--- config.mk ---
export PLATFORM = sky130hd
export DESIGN_NAME = kv_priority_dispatch
export DESIGN_NICKNAME = d
export VERILOG_FILES = /design/src/rtl/kv_priority_dispatch.sv
export SDC_FILE = /design/constraint.sdc
export NUM_CORES = 1
export LEC_CHECK = 0
export ABC_CLOCK_PERIOD_IN_PS = 3200
export CAP_MARGIN = 20
export CORE_MARGIN = 4
export CORE_UTILIZATION = 50
export DETAILED_ROUTE_END_ITERATION = 10
export GPL_ROUTABILITY_DRIVEN = 0
export PLACE_DENSITY = 0.79
export SLEW_MARGIN = 20
export SYNTH_ARGS = -nofsm -noshare
export SYNTH_HDL_FRONTEND = slang
export SYNTH_SLANG_ARGS = --single-unit
--- constraint.sdc ---
create_clock -name i_clk -period 3.2 [get_ports i_clk]
set_clock_uncertainty 0.05 [all_clocks]
set_input_delay 0.32 -clock i_clk [delete_from_list [all_inputs] [get_ports i_clk]]
set_output_delay 0.32 -clock i_clk [all_outputs]
set_load 0.1 [all_outputs]
--- src/rtl/kv_priority_dispatch.sv ---
`default_nettype none
// ============================================================================
//  Module      : kv_priority_dispatch
//  Description : Single valid/ready input stream buffered in a small FIFO and
//                dispatched, one item per cycle, to the lowest-index output
//                lane that can accept it. Each lane is a registered
//                valid/data output stage.
//  Revision    : 1.0 - initial release
// ============================================================================
module kv_priority_dispatch #(
    parameter int DATA_WIDTH = 32,
    parameter int DATA_NUM   = 2,
    parameter int FIFO_DEPTH = 2
) (
    input  logic                              i_clk,
    input  logic                              i_rst,
    input  logic                              i_valid,
    output logic                              o_ready,
    input  logic [DATA_WIDTH-1:0]             i_data,
    output logic [DATA_NUM-1:0]               o_valid,
    input  logic [DATA_NUM-1:0]               i_ready,
    output logic [DATA_WIDTH-1:0]             o_datas [DATA_NUM-1:0],
    output logic [$clog2(FIFO_DEPTH+1)-1:0]   o_count
);

    // Pointer width is forced to at least one bit so a single-entry FIFO works.
    localparam int c_PTR_W = (FIFO_DEPTH > 1) ? $clog2(FIFO_DEPTH) : 1;
    localparam int c_CNT_W = $clog2(FIFO_DEPTH + 1);

    localparam logic [c_PTR_W-1:0] c_PTR_LAST = c_PTR_W'(FIFO_DEPTH - 1);
    localparam logic [c_CNT_W-1:0] c_CNT_FULL = c_CNT_W'(FIFO_DEPTH);
    localparam logic [c_CNT_W-1:0] c_CNT_ONE  = c_CNT_W'(1);

    // FIFO storage and bookkeeping
    logic [DATA_WIDTH-1:0] r_mem [FIFO_DEPTH];
    logic [c_PTR_W-1:0]    r_wr_ptr;
    logic [c_PTR_W-1:0]    r_rd_ptr;
    logic [c_CNT_W-1:0]    r_count;

    logic                  w_push;
    logic                  w_pop;
    logic                  w_nonempty;
    logic [DATA_WIDTH-1:0] w_head;
    logic [DATA_NUM-1:0]   w_free;
    logic [DATA_NUM-1:0]   w_grant;
    logic [DATA_NUM-1:0]   w_lane_valid;

    // o_ready depends on the registered count only, so a lane consuming in
    // the same cycle never opens the input combinationally.
    assign o_ready    = (r_count != c_CNT_FULL);
    assign o_count    = r_count;
    assign w_push     = i_valid & o_ready;
    assign w_nonempty = (r_count != '0);
    assign w_head     = r_mem[r_rd_ptr];

    // A lane can take a new item if it is empty or is being consumed now.
    assign w_free  = ~w_lane_valid | i_ready;
    // Isolate the lowest set bit: the lowest-index free lane wins.
    assign w_grant = w_free & (~w_free + DATA_NUM'(1));
    assign w_pop   = w_nonempty & (|w_free);

    // Data storage, written at the tail on every accepted push
    always_ff @(posedge i_clk) begin
        if (w_push) begin
            r_mem[r_wr_ptr] <= i_data;
        end
    end

    // Write pointer, wraps modulo FIFO_DEPTH
    always_ff @(posedge i_clk or posedge i_rst) begin
        if (i_rst) begin
            r_wr_ptr <= '0;
        end else if (w_push) begin
            r_wr_ptr <= (r_wr_ptr == c_PTR_LAST) ? '0 : r_wr_ptr + c_PTR_W'(1);
        end
    end

    // Read pointer, advances on each dispatch
    always_ff @(posedge i_clk or posedge i_rst) begin
        if (i_rst) begin
            r_rd_ptr <= '0;
        end else if (w_pop) begin
            r_rd_ptr <= (r_rd_ptr == c_PTR_LAST) ? '0 : r_rd_ptr + c_PTR_W'(1);
        end
    end

    // Occupancy: simultaneous push and pop leave it unchanged
    always_ff @(posedge i_clk or posedge i_rst) begin
        if (i_rst) begin
            r_count <= '0;
        end else begin
            case ({w_push, w_pop})
                2'b10:   r_count <= r_count + c_CNT_ONE;
                2'b01:   r_count <= r_count - c_CNT_ONE;
                default: r_count <= r_count;
            endcase
        end
    end

    // Per-lane output stage; each lane owns its own valid/data registers
    generate
        for (genvar gi = 0; gi < DATA_NUM; gi++) begin : g_lane
            logic                  r_valid;
            logic [DATA_WIDTH-1:0] r_data;

            // Load on grant (also covers fire-and-reload), clear on fire
            always_ff @(posedge i_clk or posedge i_rst) begin
                if (i_rst) begin
                    r_valid <= 1'b0;
                    r_data  <= '0;
                end else if (w_pop & w_grant[gi]) begin
                    r_valid <= 1'b1;
                    r_data  <= w_head;
                end else if (r_valid & i_ready[gi]) begin
                    r_valid <= 1'b0;
                end
            end

            assign w_lane_valid[gi] = r_valid;
            assign o_valid[gi]      = r_valid;
            assign o_datas[gi]      = r_data;
        end
    endgenerate

    // Occupancy must stay within 0..FIFO_DEPTH
    a_count_max: assert property (@(posedge i_clk) disable iff (i_rst)
        r_count <= c_CNT_FULL);
    a_no_underflow: assert property (@(posedge i_clk) disable iff (i_rst)
        !(w_pop && (r_count == '0)));
    a_no_overflow: assert property (@(posedge i_clk) disable iff (i_rst)
        !(w_push && !w_pop && (r_count == c_CNT_FULL)));

endmodule
`default_nettype wire

Yosys cells after proc, flatten, opt, wreduce, memory -nomap -nowiden
Memory sizes are Yosys's and may differ from the RTL's.
Cells that the tools add are included.

storage, ports and cells
  ROM bits = 0
  bits in latches = 0
  register bits = 70
  memory bits (writable) = 64
  input port bits = 37
  memories kept = 1

cells by class
  shift-type cells = 0
  multiply operators = 0
  order comparisons = 0
  bitwise operators = 10
  muxes and demuxes = 9
  eq/ne operators = 3
  $add $sub $neg = 5
  divide/modulo/power cells = 0
  reductions and logical operators = 5

memory list
  name   words  bits a word  read ports  clocked after Yosys merged registers in  wr ports  RTL line  source
  r_mem  2      32           1           0                                        1         35        logic [DATA_WIDTH-1:0] r_mem [FIFO_DEPTH];

operators with widths
  kind                                                                count
  1-bit 2-to-1 mux                                                    8
  2-bit nonzero test                                                  4
  1-bit AND                                                           6
  2-bit by 1-bit adder with 2-bit output, second input constant       2
  2-bit NOT                                                           2
  2-bit case mux with 2 select lines                                  1
  1-bit adder, second input constant                                  2
  2-bit AND                                                           1
  2-bit by 1-bit == test with 1-bit output, second input constant     1
  2-bit == test, second input constant                                1
  2-bit inequality test, second input constant                        1
  2-bit OR                                                            1
  2-bit OR reduction                                                  1
  2-bit by 1-bit subtractor with 2-bit output, second input constant  1

Logic depth before layout (Yosys ltp)
  depth in word-level cells = 7
  gate-level depth with buffers = 6
  gate-level depth less buffers = 6

Least setup slack after synthesis
Ideal clock, no wire load.

  path kind = reg-to-reg
  start point = register r_count[0], in the netlist o_count[0]
  end point = memory r_mem[0][0] (enable)
  setup time = 0.421 ns
  buffers on the path = 0
  setup slack = -0.814 ns
  data required time = 2.729 ns
  arrival = 3.543 ns
  cell stages (with the launch flop) = 4
  cell sequence = dfrtp_1 nand2b_1 nand2_1 nor2_1

between the ends
  word-level cells in the longest chain between the ends = 4

RTL lines
  item                                    RTL line  source
  start: declaration                      38        logic [c_CNT_W-1:0] r_count;
  start signal: assignment                93        2'b10: r_count <= r_count + c_CNT_ONE;
  start signal: assignment                94        2'b01: r_count <= r_count - c_CNT_ONE;
  start signal: assignment                95        default: r_count <= r_count;
  2-bit inequality test                   50        assign o_ready = (r_count != c_CNT_FULL);
  net o_ready                             18        output logic o_ready,
  1-bit AND                               52        assign w_push = i_valid & o_ready;
  1-bit 2-to-1 mux                        64        if (w_push) begin
  1-bit 2-to-1 mux (not written as such)  65        r_mem[r_wr_ptr] <= i_data;
  end: declaration                        35

The timed path passes the listed nets, and every way through them passes these cells.

Worst setup path after layout
  start point = register r_count[1], in the netlist o_count[1]
  end point = output port o_count[1]

RTL lines
  item              RTL line  source
  end: declaration  23        output logic [$clog2(FIFO_DEPTH+1)-1:0] o_count

No word-level cell between the ends.

==> metrics <==
status=completed; first drt pass iteration count=4; most common library cells after synthesis=95 x mux2_2, 70 x dfrtp_1, 64 x edfxtp_1; clock slew at reported path FFs=0.06 ns; Hold Vio Cnt, Final=0; First DRT Iteration DRCs=49; CP Max Fanout=4; Ys Warns=0; Residual DRC=0; clock root cell=clkbuf_8; fin. max-slew vios=0; CP max stage cell=clkdlybuf4s50_1; share of the synthesized area in the top cell type=0.386; vias in the first global route=about 3.0k; Syn Nets=301; die height=108 um; minimum clock period=2.49 ns; PortBufs=105; routed vias=2616; crit path launch type=register; DR vias/cell=4.98; post-synth top area cell=edfxtp_1; htree depth=4; flops & latches, synth=134; largest cells by area after synthesis=edfxtp_1 39%, dfrtp_1 35%, mux2_2 21%, buf_6 0.68%, buf_2 0.60%; final wirelength=between 9 and 10 mm; Max Cap Viol=0; CTS Buf Count=17; FF-to-FF Start=o_count[0]; unique cell type count in the Yosys netlist=21; most numerous cell in the Yosys netlist=mux2_2; nets@finish=417; Crit. End Element=primary output; grt ovf=0; Total GRT Usage=0.180; wire per inst=~19 um; layout cell share with drive strength beyond 1=0.362; Cell Rows=36; Core Box Area=9730 um2; Ports=106; synth-to-layout area growth=37.2%; CTS max path bufs=2; first-pass GRT wire length=15.5 mm; EDFF count, synth=64; Req. time, crit path=2.83 ns; TNS Setup=0 ns; RSZ-0062 raised after global routing=no; insertion delay to the later sink of the worst-skew pair=~0.50 ns; crit-path cells=clkdlybuf4s50_1; asr flop ratio synth=0.522; Synth Flop Type=dfrtp_1; FMAX=401 MHz; Worst Hold Class=in2async; post-synthesis instance area=roughly 5000 um2; initial antenna violation count=0; Slew @ Worst Pin=1.03 ns; critical path's top delay family=buffers and inverters; setup violators final=0; Die X=108 um; DPL Wire Length=about 6.3 mm; Initial Util=0.512; maximum number of pins on one net before global-route repair=39; CP Class=reg2out; antenna cells=0; TritonCTS clock tree=done; Post-CTS Setup Repair Bufs=0; sequential area share after synthesis=0.737; post-layout util=0.703; worst r2r path cells=4; R2R Setup Slk=1.26 ns; Post-CTS Hold Buffers=0; Critical Path AT=2.12 ns; cts repair resizes=0; Rel. slew slack=0.311; Worst Path Buf+Inv=1; Reg2Reg Capture Point=g_lane[1].r_data[16]; Crit path largest cell delay=1.17 ns; Post-Syn Instances=263; CTS sink cnt=~130; total die area=11600 um2; Mean Syn Cell Area=18.9 um2; Final ANT Viol Nets=0; post-route clock period utilization=0.779
==> layout make-up <==
class / instances / area, um2
Clock buffer: 19 / 432
Clock inverter: 13 / 204
Fill cell: 650 / 2890
Inverter: 1 / 3.75
Multi-Input combinational cell: 116 / 1240
Sequential cell: 134 / 3670
Tap cell: 133 / 166
Timing Repair Buffer: 109 / 1120
==> worst max path at each step <==
stage / to / cells after the start / from / slack, ns
2_1_floorplan: r_mem[0][0] / 3 / o_count[0] / 0.02
3_3_place_gp: g_lane[1].r_data[19] / 5 / i_ready[0] / 0.88
3_5_place_dp: g_lane[1].r_data[15] / 5 / i_ready[0] / 0.84
4_1_cts: o_count[1] / 1 / o_count[1] / 0.68
5_1_grt: o_count[1] / 1 / o_count[1] / 0.63
6_report: o_count[1] / 1 / o_count[1] / 0.71
==> per-stage QoR <==
stage | area [um2] | hold WS (ns) | cells | worst slack (ns)
after detailed placement | 6200 | 0.436 | 493 | 0.843
after global placement | 6200 | 0.420 | 493 | 0.883
final | 6840 | 0.216 | 525 | 0.709
after global routing | 6840 | 0.268 | 525 | 0.627
after CTS | 6840 | 0.221 | 525 | 0.678
after floorplan | 4990 | 0.369 | 263 | 0.0152
==> flip-flops by register name, indices dropped and copies added (netlist names) <==
signal          count
g_lane.r_data      64
r_mem              64
g_lane.r_valid      2
o_count             2
r_rd_ptr            1
r_wr_ptr            1
==> placed cells by master (no fill, tap or decap) <==
cell type / count
nor2_4: 2
and3_2: 1
nor2_2: 1
clkbuf_16: 16
dfrtp_1: 69
clkinv_4: 3
clkinvlp_4: 1
mux2_1: 1
ha_1: 1
or2_2: 1
buf_12: 4
clkinv_2: 4
xnor2_1: 3
bufinv_16: 5
nor3_4: 1
a21oi_1: 1
nor2_1: 1
clkbuf_8: 2
inv_2: 1
edfxtp_1: 64
nor2b_1: 2
nand2b_1: 2
clkbuf_1: 1
mux2_2: 95
nand2_1: 2
clkdlybuf4s50_1: 101
buf_4: 4
xor2_1: 2
dfrtp_2: 1
==> cell families (layout without fill, tap and decap cells) <==
group / after synthesis / after routing / synth area share
AO/OA/AOI/OAI: 1 / 1 / 0.00100
XOR/XNOR: 5 / 5 / 0.00879
adder cells (fa/ha/maj): 1 / 1 / 0.00251
buffers and inverters: 13 / 142 / 0.0173
flip-flops: 134 / 134 / 0.737
multiplexers: 96 / 96 / 0.217
AND/OR/NAND/NOR: 13 / 13 / 0.0163
==> metal layers <==
layer | global-route usage | part of all wire | vias up
met5 | 0 | 0 | -
met3 | 0.0432 | 0.040 | 7
met2 | 0.315 | 0.54 | 62
met1 | 0.217 | 0.41 | 1344
met4 | 0.0622 | 0.0093 | 0
li1 | - | - | 1203
Power is not shown: default switching activity piles up to over one toggle a cycle in this logic, so the estimate is an artifact.
